==> config.mk <==
export PLATFORM = sky130hd
export DESIGN_NAME = sram_arbiter
export DESIGN_NICKNAME = d
export VERILOG_FILES = /design/src/rtl/sram_arbiter.sv
export SDC_FILE = /design/constraint.sdc
export NUM_CORES = 1
export LEC_CHECK = 0
export ABC_AREA = 1
export CORE_MARGIN = 8
export CORE_UTILIZATION = 50
export CTS_CLUSTER_SIZE = 12
export DETAILED_ROUTE_END_ITERATION = 10
export HOLD_SLACK_MARGIN = 0.05
export PLACE_DENSITY = 0.95
export SYNTH_ARGS = -nofsm -noshare
export SYNTH_HDL_FRONTEND = slang
export SYNTH_SLANG_ARGS = --single-unit
==> constraint.sdc <==
create_clock -name clk_sys -period 4.5 [get_ports clk_sys]
set_input_delay 1.35 -clock clk_sys [delete_from_list [all_inputs] [get_ports clk_sys]]
set_output_delay 1.35 -clock clk_sys [all_outputs]
set_load 0.005 [all_outputs]
==> src/rtl/sram_arbiter.sv <==
// ============================================================================
// Module   : sram_arbiter
// Purpose  : Shares the single 8-bit, 2 MB memory port between the CPU core
//            and the HPS ioctl download path. Loader bytes are written into
//            a window starting at LOAD_BASE with strict priority over the
//            core. The core is stalled for the whole download.
// Ports    : clk_sys, reset        - clock, synchronous active-high reset
//            core_*                - core req/ack port (level req, 1-cycle ack)
//            ioctl_*               - download stream from hps_io
//            mem_*                 - backend command (level req, 1-cycle ack)
//            load_bytes/ovf/sum    - download statistics
// Options  : SRAM_ARB_CHECKSUM_EN  - when defined, load_sum accumulates the
//            in-range bytes of the download. Otherwise load_sum is 16'd0.
// Revision : 1.0 - initial release
// ============================================================================
`default_nettype none

module sram_arbiter #(
  parameter logic [7:0]  LOAD_INDEX = 8'd0,
  parameter logic [20:0] LOAD_BASE  = 21'h1F0000
) (
  input  logic        clk_sys,
  input  logic        reset,
  // core port
  input  logic        core_req,
  input  logic        core_we,
  input  logic [20:0] core_addr,
  input  logic [7:0]  core_din,
  output logic [7:0]  core_dout,
  output logic        core_ack,
  output logic        core_hold,
  // hps_io download port
  input  logic        ioctl_download,
  input  logic        ioctl_wr,
  input  logic [24:0] ioctl_addr,
  input  logic [7:0]  ioctl_dout,
  input  logic [15:0] ioctl_index,
  output logic        ioctl_wait,
  // memory backend
  output logic        mem_req,
  output logic        mem_we,
  output logic [20:0] mem_addr,
  output logic [7:0]  mem_din,
  input  logic [7:0]  mem_dout,
  input  logic        mem_ack,
  // download statistics
  output logic [21:0] load_bytes,
  output logic        load_ovf,
  output logic [15:0] load_sum
);

  localparam logic [1:0] ST_IDLE = 2'd0;
  localparam logic [1:0] ST_LOAD = 2'd1;
  localparam logic [1:0] ST_CORE = 2'd2;

  logic [1:0]  state_q, state_d;

  logic        dl_active_q;
  logic        hold_q;
  logic        pend_q;
  logic [24:0] pend_addr_q;
  logic [7:0]  pend_data_q;
  logic        core_ack_q;
  logic [7:0]  core_dout_q;
  logic [21:0] bytes_q;
  logic        ovf_q;
  logic        mem_we_q;
  logic [20:0] mem_addr_q;
  logic [7:0]  mem_din_q;

  logic        w_dl_active;
  logic        w_dl_start;
  logic        w_new_wr;
  logic [24:0] w_pend_tgt;
  logic [24:0] w_new_tgt;
  logic        w_pend_ok;
  logic        w_pend_bad;
  logic        w_new_ok;
  logic        w_ld_go;
  logic        w_core_go;
  logic        w_ld_done;
  logic        w_core_done;
  logic        w_mem_req;
  logic        w_unused;

  // Only the low byte of the index selects the download target.
  assign w_unused    = ^ioctl_index[15:8];

  assign w_dl_active = ioctl_download & (ioctl_index[7:0] == LOAD_INDEX);
  assign w_dl_start  = w_dl_active & ~dl_active_q;
  assign w_new_wr    = ioctl_wr & w_dl_active;

  // Full 25-bit sums so that any carry past the 2 MB range is visible.
  assign w_pend_tgt  = {4'd0, LOAD_BASE} + pend_addr_q;
  assign w_new_tgt   = {4'd0, LOAD_BASE} + ioctl_addr;

  assign w_pend_ok   = pend_q & (w_pend_tgt[24:21] == 4'd0);
  assign w_pend_bad  = pend_q & (w_pend_tgt[24:21] != 4'd0);
  // A fresh write is forwarded straight to the backend so that mem_req can
  // rise in the same cycle the slot is marked pending.
  assign w_new_ok    = w_new_wr & ~pend_q & (w_new_tgt[24:21] == 4'd0);

  assign w_ld_go     = w_pend_ok | w_new_ok;
  assign w_core_go   = ~pend_q & core_req & ~core_ack_q & ~hold_q;

  // --------------------------------------------------------------------------
  // FSM: state register
  // --------------------------------------------------------------------------
  always_ff @(posedge clk_sys) begin
    if (reset) begin
      state_q <= ST_IDLE;
    end else begin
      state_q <= state_d;
    end
  end

  // --------------------------------------------------------------------------
  // FSM: next state
  // --------------------------------------------------------------------------
  always_comb begin
    state_d = state_q;
    case (state_q)
      ST_IDLE: begin
        if (w_ld_go) begin
          state_d = ST_LOAD;
        end else if (w_core_go) begin
          state_d = ST_CORE;
        end
      end
      ST_LOAD: if (mem_ack) state_d = ST_IDLE;
      ST_CORE: if (mem_ack) state_d = ST_IDLE;
      default: state_d = ST_IDLE;
    endcase
  end

  // --------------------------------------------------------------------------
  // FSM: outputs
  // --------------------------------------------------------------------------
  always_comb begin
    w_mem_req   = 1'b0;
    w_ld_done   = 1'b0;
    w_core_done = 1'b0;
    case (state_q)
      ST_LOAD: begin
        w_mem_req = 1'b1;
        w_ld_done = mem_ack;
      end
      ST_CORE: begin
        w_mem_req   = 1'b1;
        w_core_done = mem_ack;
      end
      default: ;
    endcase
  end

  // --------------------------------------------------------------------------
  // Backend command register: only reloaded when leaving IDLE, so the
  // command stays stable for the whole request.
  // --------------------------------------------------------------------------
  always_ff @(posedge clk_sys) begin
    if (reset) begin
      mem_we_q   <= 1'b0;
      mem_addr_q <= 21'd0;
      mem_din_q  <= 8'd0;
    end else if (state_q == ST_IDLE) begin
      if (w_ld_go) begin
        mem_we_q <= 1'b1;
        if (w_pend_ok) begin
          mem_addr_q <= w_pend_tgt[20:0];
          mem_din_q  <= pend_data_q;
        end else begin
          mem_addr_q <= w_new_tgt[20:0];
          mem_din_q  <= ioctl_dout;
        end
      end else if (w_core_go) begin
        mem_we_q   <= core_we;
        mem_addr_q <= core_addr;
        mem_din_q  <= core_din;
      end
    end
  end

  // --------------------------------------------------------------------------
  // Loader slot, core handshake and statistics
  // --------------------------------------------------------------------------
  always_ff @(posedge clk_sys) begin
    if (reset) begin
      dl_active_q <= 1'b0;
      hold_q      <= 1'b0;
      pend_q      <= 1'b0;
      pend_addr_q <= 25'd0;
      pend_data_q <= 8'd0;
      core_ack_q  <= 1'b0;
      core_dout_q <= 8'd0;
      bytes_q     <= 22'd0;
      ovf_q       <= 1'b0;
    end else begin
      dl_active_q <= w_dl_active;
      hold_q      <= w_dl_active | pend_q;

      if (w_new_wr) begin
        pend_q      <= 1'b1;
        pend_addr_q <= ioctl_addr;
        pend_data_q <= ioctl_dout;
      end else if (w_pend_bad | w_ld_done) begin
        pend_q <= 1'b0;
      end

      if (w_pend_bad) ovf_q <= 1'b1;
      if (w_ld_done)  bytes_q <= bytes_q + 22'd1;

      core_ack_q <= w_core_done;
      if (w_core_done) core_dout_q <= mem_dout;

      // Start of a new download wins over any update above.
      if (w_dl_start) begin
        bytes_q <= 22'd0;
        ovf_q   <= 1'b0;
      end
    end
  end

`ifdef SRAM_ARB_CHECKSUM_EN
  logic [15:0] sum_q;

  always_ff @(posedge clk_sys) begin
    if (reset) begin
      sum_q <= 16'd0;
    end else if (w_dl_start) begin
      sum_q <= 16'd0;
    end else if (w_ld_done) begin
      sum_q <= sum_q + {8'd0, pend_data_q};
    end
  end

  assign load_sum = sum_q;
`else
  assign load_sum = 16'd0;
`endif

  assign core_dout  = core_dout_q;
  assign core_ack   = core_ack_q;
  assign core_hold  = hold_q;
  assign ioctl_wait = pend_q;
  assign mem_req    = w_mem_req;
  assign mem_we     = mem_we_q;
  assign mem_addr   = mem_addr_q;
  assign mem_din    = mem_din_q;
  assign load_bytes = bytes_q;
  assign load_ovf   = ovf_q;

endmodule

`default_nettype wire
==> results of run 1 <==
-- logic make-up after synthesis --
kind of cell	count (synthesis)	synth area share, %
compound gates	129	12.9
xor+xnor	8	1.37
fa+ha+maj	6	1.47
buf+inv	151	13.2
flops	100	39.2
other cells	1	0.0735
simple gates	393	31.7
-- worst reg2reg max path: cells and delay by family, from the launching register on --
family / cells / cell delay (ns)
buffers and inverters: 3 / 0.52
adders and majority gates: 1 / 0.19
and+or+nand+nor: 11 / 1.80
DFF: 1 / 0.32
-- stage by stage --
step           worst slack, ns  utilization, %  instances
5_1_grt                  0.581            66.9       1060
3_3_place_gp             0.506            65.0       1044
3_5_place_dp             0.475            65.0       1044
2_1_floorplan             1.65               -        803
4_1_cts                  0.857            66.9       1060
6_report                 0.837            66.9       1060
-- state kept, by name, summed over array words and instances, names as in the netlist --
name / flops
state_q: 2
pend_data_q: 8
load_bytes: 22
mem_addr: 21
pend_addr_q: 25
load_ovf: 1
dl_active_q: 1
mem_din: 8
mem_we: 1
core_ack: 1
core_dout: 8
core_hold: 1
ioctl_wait: 1
-- where the power goes --
group	switching [W]	internal (W)	leakage, nW
combinational	0.000134	0.000170	2.01
clock	0.000329	0.000264	0.0939
sequential	0.0000162	0.000916	0.814
-- area by class of cell --
class                      count  area share [%]
multi-input combinational    552            36.6
sequential                   100            29.5
timing repair buffer         155            22.8
inverter                     101            5.59
tap                          136            2.51
clock buffer                  10            1.88
clock inverter                 6            1.05
-- layer usage --
metal / global-route usage (%) / vias up / part of all wire [%]
li1: - / 2678 / -
met1: 22.7 / 2271 / 42
met2: 34.1 / 187 / 48
met3: 6.16 / 13 / 9.7
met4: 5.03 / 0 / 0.93
met5: 0 / - / 0
-- worst paths after layout --
kind                                      start             end  cells after the start
worst max-delay path             ioctl_addr[16]      mem_din[7]                     17
worst min-delay path             pend_data_q[1]  pend_data_q[1]                      2
worst max register to register  pend_addr_q[16]      mem_din[7]                     15
worst min register to register   pend_data_q[1]  pend_data_q[1]                      2
-- Yosys cell counts (2+ instances only) --
master / instances / share of area (%)
sky130_fd_sc_hd__nor3_1: 7 / 0.69
sky130_fd_sc_hd__o21ai_1: 19 / 1.9
sky130_fd_sc_hd__nand4_1: 9 / 1.1
sky130_fd_sc_hd__xor2_1: 7 / 1.2
sky130_fd_sc_hd__nand3_2: 2 / 0.39
sky130_fd_sc_hd__buf_4: 18 / 2.6
sky130_fd_sc_hd__nor3b_1: 5 / 0.74
sky130_fd_sc_hd__nand2_2: 2 / 0.25
sky130_fd_sc_hd__buf_2: 9 / 0.88
sky130_fd_sc_hd__o21ai_0: 53 / 5.2
sky130_fd_sc_hd__inv_1: 95 / 7.0
sky130_fd_sc_hd__clkbuf_1: 18 / 1.3
sky130_fd_sc_hd__nand2_1: 225 / 17
sky130_fd_sc_hd__nor2_2: 3 / 0.37
sky130_fd_sc_hd__nand3b_1: 3 / 0.44
sky130_fd_sc_hd__ha_1: 6 / 1.5
sky130_fd_sc_hd__dfxtp_1: 100 / 39
sky130_fd_sc_hd__a31oi_1: 2 / 0.25
sky130_fd_sc_hd__nand3_1: 20 / 2.0
sky130_fd_sc_hd__nor3_2: 2 / 0.39
sky130_fd_sc_hd__inv_2: 5 / 0.37
sky130_fd_sc_hd__nor2_1: 109 / 8.0
sky130_fd_sc_hd__buf_6: 4 / 0.88
sky130_fd_sc_hd__a21oi_1: 51 / 5.0
==> key figures, run 1 <==
Status
  – Status: completed

Setup path
  – Worst path cell trace: clkdlybuf4s50_1 > inv_2 > ha_1 > inv_1 > nor2_1 > nand2_1 > nand2_1 > nand2_1 > nand2_1 > nor2_1 > nand3_2 > nand2_2 > inv_2 > nand2_1 > nand2_1 > nor2_1 > nor2_1
  – Critical-path cell with the highest stage delay: sky130_fd_sc_hd__clkdlybuf4s50_1
  – Data required time of the critical path: 4.75 ns
  – Category of cells accounting for the largest share of critical-path delay: simple AND/OR/NAND/NOR gates
  – Critical setup path kind: in2reg
  – R2R setup slack: 1.57 ns
  – Critical Path AT: 3.91 ns
  – Buffers plus inverters on the worst setup path: 4
  – Critical path peak fanout: 29
  – Worst stage delay on the critical path: 0.52 ns
  – Kind of start point of the critical path: primary input
  – Critical path capture point type: flip-flop
  – Most common cell on crit path: sky130_fd_sc_hd__nand2_1

Global route
  – Global-route congestion overflow total: 0
  – Via count of the first global-routing pass: 4778
  – Pin count of the biggest net entering global routing: 68
  – Antenna violations before repair: 0
  – Gr usage total: between 10% and 20%
  – Global-route wire length before repair: 21700 µm

Placed design
  – Count of input and output buffers: 149
  – Area of placed instances: 0.00659 mm²
  – Routability congestion estimate: 0.873
  – Dpl hpwl: 10200 µm

Die
  – Die W: ~120 µm
  – Number of placement rows: 37
  – Number of top-level design ports: ~170
  – Die area: ~0.014 mm²
  – Core Region: a little over 0.01 mm²
  – DIE HEIGHT: ~120 µm
  – Initial Util: about half

STA
  – Final setup violating endpoints: 0
  – Final worst hold slack: 0.457 ns
  – Relative slew slack: 61.1%
  – Fin. max-slew vios: 0
  – Timing-limited maximum frequency: 273 MHz
  – RSZ-0062 raised after global routing: false
  – Worst clock skew: 0.0120 ns
  – Crit path time final: ~3.7 ns
  – Sum of negative setup slack: 0 ns
  – Fin. Hold Viols: 0
  – Slew of the pin with the lowest slew margin: 0.584 ns
  – Share of the clock period used by the worst path: 81.4%

Pwr
  – Post-layout power: 0.00183 W
  – Maximum VDD drop: around 0.00019 V
  – Cell Pwr Density: between 200 and 300 mW/mm²
  – P_leak: just under 3 nW

Routing
  – Iteration count of the initial detailed-routing pass: 5
  – Antenna Nets Post-Route: 0
  – Overall routed net length: 13600 µm
  – Detail-routed net length per standard cell: 12.8 µm
  – Via count: 5149
  – Number of design-rule violations left by the first detailed-router iteration: 382
  – Drc violations: 0
  – Per-cell via count in the routed design: 4.86

Synth
  – Fraction of the yosys area taken by sequential cells: 39.2%
  – Number of unique standard cell types used by synthesis: 38
  – Count of flip-flops with a built-in enable after synthesis: 0
  – Number of flip-flops and latches in the synthesized netlist: 100
  – Post-Synthesis Cell Area: 0.00510 mm²
  – Fraction of synthesis flops using an asynchronous set or reset pin: 0%
  – Dominant synthesized flop cell: sky130_fd_sc_hd__dfxtp_1
  – Yosys synthesis warning count: 0
  – Avg Inst Size Synth: 6.48 µm²
  – Number of standard cells after synthesis: 788

Clocking
  – Total of hold buffers inserted after clock tree synthesis: 0
  – Number of buffers added for setup after CTS: 0
  – Clock Root Buffer: sky130_fd_sc_hd__clkbuf_8
  – Clock sink count: 100
  – Clock input transition at the sequential cells of the worst setup and hold paths: 0.11 ns
  – # H-tree levels: 3
  – Clock tree from TritonCTS: done
  – Number of buffers created by CTS: 9
  – Resize count post-CTS: 0
  – Insertion delay of the later-clocked pin in the worst-skew pair: 0.35 ns
  – Number of buffers on the longest clock path: 2

Cells and area
  – Synthesis-to-layout area growth: 32.9%
  – Proportion of layout cells with a drive suffix above 1: 4.22%
  – Most frequent cells in the layout: 224 x sky130_fd_sc_hd__nand2_1, 149 x sky130_fd_sc_hd__clkdlybuf4s50_1, 109 x sky130_fd_sc_hd__nor2_1
  – Area taken by flip-flops and latches: 0.00200 mm²
  – Ant. Diodes: 0
  – Final design instance area without fill: roughly 0.0068 mm²
  – Number of fillers in the final layout: 870
  – Area occupied by multi-input gates: 0.00249 mm²
  – Leading cell type in the layout, fill and taps excluded: sky130_fd_sc_hd__nand2_1
  – Number of nets in the layout: 1018

Worst hold path
  – Worst min-delay path category: reg2reg

Job
  – Maximum capacitance violations: 0
(Power assumes the default switching activity.)
==> run 2, diff against run 1 <==
--- a/config.mk
+++ b/config.mk
@@ -7,11 +7,11 @@
 export LEC_CHECK = 0
 export ABC_AREA = 1
 export CORE_MARGIN = 8
-export CORE_UTILIZATION = 50
+export CORE_UTILIZATION = 46
 export CTS_CLUSTER_SIZE = 12
 export DETAILED_ROUTE_END_ITERATION = 10
 export HOLD_SLACK_MARGIN = 0.05
-export PLACE_DENSITY = 0.95
+export PLACE_DENSITY = 0.89
 export SYNTH_ARGS = -nofsm -noshare
 export SYNTH_HDL_FRONTEND = slang
 export SYNTH_SLANG_ARGS = --single-unit
==> constraint.sdc (replaced) <==
create_clock -name clk_sys -period 3.8 [get_ports clk_sys]
set_input_delay 1.14 -clock clk_sys [delete_from_list [all_inputs] [get_ports clk_sys]]
set_output_delay 1.14 -clock clk_sys [all_outputs]
set_load 0.005 [all_outputs]
==> run 2 against run 1 <==
  * Final area rose by 0.13%
  * Critical path type unchanged
  * Sequential cell count did not move
  * Non-clock buffer count rose by 4
  * Clock skew rose by 0.0035 ns
  * Combinational power rose by 17%
  * Via count fell by 1.3%
  * Die area rose by 7.5%
  * Critical endpoint is now mem_addr[20]
  * First-iteration DRC count rose by 33%
  * Global-route usage fell by 1.8 points
  * Sequential share of layout area barely moved
  * Largest cell class unchanged
==> key figures, run 2 (same netlist as run 1, synthesis figures left out) <==
Die
  – Core Region: 0.0108 mm² (+6.9%)
  – Number of top-level design ports: 174 (unchanged)
  – Number of placement rows: 38 (+2.7%)
  – Initial Util: 47.1% (-3.3 points)
  – Die W: 121 µm (+3.7%)
  – Die area: 0.0147 mm² (+7.5%)
  – DIE HEIGHT: 121 µm (+3.7%)

Routing
  – Iteration count of the initial detailed-routing pass: 5 (unchanged)
  – Per-cell via count in the routed design: 4.76 (-2.0%)
  – Via count: 5082 (-1.3%)
  – Number of design-rule violations left by the first detailed-router iteration: 508 (+33%)
  – Detail-routed net length per standard cell: 12.5 µm (-2.3%)
  – Antenna Nets Post-Route: 0 (unchanged)
  – Drc violations: 0 (unchanged)
  – Overall routed net length: 13300 µm (-1.5%)

Setup path
  – Critical Path AT: 3.53 ns (-0.38 ns)
  – Critical path capture point type: flip-flop
  – Worst path cell trace: clkdlybuf4s50_1 > inv_2 > ha_1 > inv_1 > nor2_1 > nand2_1 > nand3b_1 > nand2_1 > nor2_1 > nand3_2 > nand2_2 > inv_2 > nand2_1 > nand3_1 > nor2b_1
  – R2R setup slack: 1.24 ns (-0.33 ns)
  – Kind of start point of the critical path: primary input
  – Critical setup path kind: in2reg
  – Data required time of the critical path: 4.09 ns (-0.66 ns)
  – Critical-path cell with the highest stage delay: sky130_fd_sc_hd__clkdlybuf4s50_1
  – Worst stage delay on the critical path: 0.53 ns (about the same)
  – Critical path peak fanout: 29 (unchanged)
  – Most common cell on crit path: sky130_fd_sc_hd__nand2_1

Clocking
  – Clock input transition at the sequential cells of the worst setup and hold paths: 0.09 ns (-0.02 ns)
  – Number of buffers created by CTS: 9 (unchanged)
  – # H-tree levels: 3 (unchanged)
  – Resize count post-CTS: 0 (unchanged)
  – Clock tree from TritonCTS: done
  – Number of buffers on the longest clock path: 2 (unchanged)
  – Total of hold buffers inserted after clock tree synthesis: 0 (unchanged)
  – Clock Root Buffer: sky130_fd_sc_hd__clkbuf_8
  – Clock sink count: 100 (unchanged)
  – Number of buffers added for setup after CTS: 0 (unchanged)
  – Insertion delay of the later-clocked pin in the worst-skew pair: 0.37 ns (+0.02 ns)

Pwr
  – Sw Share: 25.3% (-0.89 points)
  – Power share of the sequential group: 51.9% (+0.9 points)
  – P_leak: 2.92 nW (+0.23%)
  – Maximum VDD drop: 0.000258 V (+39%)
  – Clock power share: 31.4% (-1.0 points)
  – Internal power contribution: 0.00159 W (+18%)
  – Cell Pwr Density: 313 mW/mm² (+16%)
  – Power spent charging and discharging nets: 0.000538 W (+12%)
  – Gate power share: 16.8% (+0.2 points)

Status
  – Status: completed

Cells and area
  – Register containing the most flip-flops in the final layout: pend_addr_q
  – Ant. Diodes: 0 (unchanged)
  – Synthesis-to-layout area growth: 33.1%
  – Proportion of layout cells with a drive suffix above 1: 4.42% (+0.20 points)
  – Largest register FFs: 25 (unchanged)
  – Finished Layout Cells: 1068 (+0.75%)
  – Leading cell type in the layout, fill and taps excluded: sky130_fd_sc_hd__nand2_1
  – Number of nets in the layout: 1022 (+0.39%)
  – Most frequent cells in the layout: 224 x sky130_fd_sc_hd__nand2_1, 149 x sky130_fd_sc_hd__clkdlybuf4s50_1, 109 x sky130_fd_sc_hd__nor2_1

Job
  – Maximum capacitance violations: 0 (unchanged)

Global route
  – Antenna violations before repair: 0 (unchanged)
  – Gr usage total: 17.8% (-1.8 points)
  – Via count of the first global-routing pass: 4625 (-3.2%)
  – Global-route wire length before repair: 21600 µm (-0.51%)
  – Global-route congestion overflow total: 0 (unchanged)
  – Pin count of the biggest net entering global routing: 68 (unchanged)

Placed design
  – Routability congestion estimate: 0.871 (-0.16%)
  – Count of input and output buffers: 149 (unchanged)
  – Dpl hpwl: 9920 µm (-2.7%)
  – Number of placed instances, taps included: 1052 (+0.77%)

STA
  – Sum of negative setup slack: 0 ns (unchanged)
  – Fin. Hold Viols: 0 (unchanged)
  – Worst clock skew: 0.0155 ns (+0.00349 ns)
  – Slew of the pin with the lowest slew margin: 0.586 ns (+0.00241 ns)
  – Relative slew slack: 60.9% (-0.16 points)
  – Final setup violating endpoints: 0 (unchanged)
  – Crit path time final: roughly 3.2 ns
  – Fin. max-slew vios: 0 (unchanged)
  – Timing-limited maximum frequency: 308 MHz
  – Share of the clock period used by the worst path: 85.4%
  – RSZ-0062 raised after global routing: false

Worst hold path
  – Worst min-delay path category: reg2reg
[run 2: cell count changes in the layout (fill, tap and decap cells not counted)]
| cell | before | now |
|---|---|---|
| sky130_fd_sc_hd__clkinv_2 | 0 | 1 |
| sky130_fd_sc_hd__inv_6 | 3 | 0 |
| sky130_fd_sc_hd__buf_12 | 1 | 0 |
| sky130_fd_sc_hd__clkbuf_1 | 1 | 3 |
| sky130_fd_sc_hd__buf_4 | 5 | 10 |
[run 2: critical path: cells and delay by family]
family / cells / cell delay, ns
buffers and inverters: 4 / 1.15
and+or+nand+nor: 10 / 1.03
adders and majority gates: 1 / 0.19
[run 2: final timing paths]
| check | start | endpoint | cells past startpoint |
|---|---|---|---|
| worst max-delay path | ioctl_addr[16] | mem_addr[20] | 15 |
| worst min-delay path | pend_addr_q[11] | pend_addr_q[11] | 2 |
| worst max register to register | pend_addr_q[16] | mem_addr[20] | 14 |
| worst min register to register | pend_addr_q[11] | pend_addr_q[11] | 2 |
[run 2: layer usage]
layer | track usage, % | vias up | share of wire [%]
li1 | - | 2687 | -
met1 | 20.6 | 2191 | 42
met2 | 29.5 | 189 | 46
met3 | 7.54 | 15 | 11
met4 | 4.47 | 0 | 1.2
met5 | 0 | - | 0
[run 2: layout make-up]
class / instances / area [µm²]
Clock buffer: 12 / 135
Clock inverter: 4 / 50.0
Fill cell: 975 / 4050
Inverter: 101 / 379
Multi-Input combinational cell: 552 / 2490
Sequential cell: 100 / 2000
Tap cell: 140 / 175
Timing Repair Buffer: 159 / 1570
[run 2: power by group through the flow]
| stage | combinational, W | sequential (W) | clock [W] |
|---|---|---|---|
| 4_1_cts | 0.000360 | 0.00110 | 0.000683 |
| 3_5_place_dp | 0.000358 | 0.00113 | 0 |
| 3_3_place_gp | 0.000353 | 0.00113 | 0 |
| 2_1_floorplan | 0.000170 | 0.00113 | 0 |
| 6_report | 0.000357 | 0.00110 | 0.000667 |
| 5_1_grt | 0.000402 | 0.00111 | 0.000725 |
[run 2: through the flow]
stage               setup slack, ns  power [W]  util, %  instance area [µm²]  hold slack [ns]
finish                        0.557    0.00213     62.7                 6790            0.453
global route                  0.336    0.00224     62.7                 6790            0.469
CTS                           0.579    0.00215     62.7                 6790            0.454
detailed placement            0.219    0.00149     61.0                 6610            0.441
global placement              0.266    0.00148     61.0                 6610            0.434
floorplan                      1.16    0.00130        -                 5160            0.425
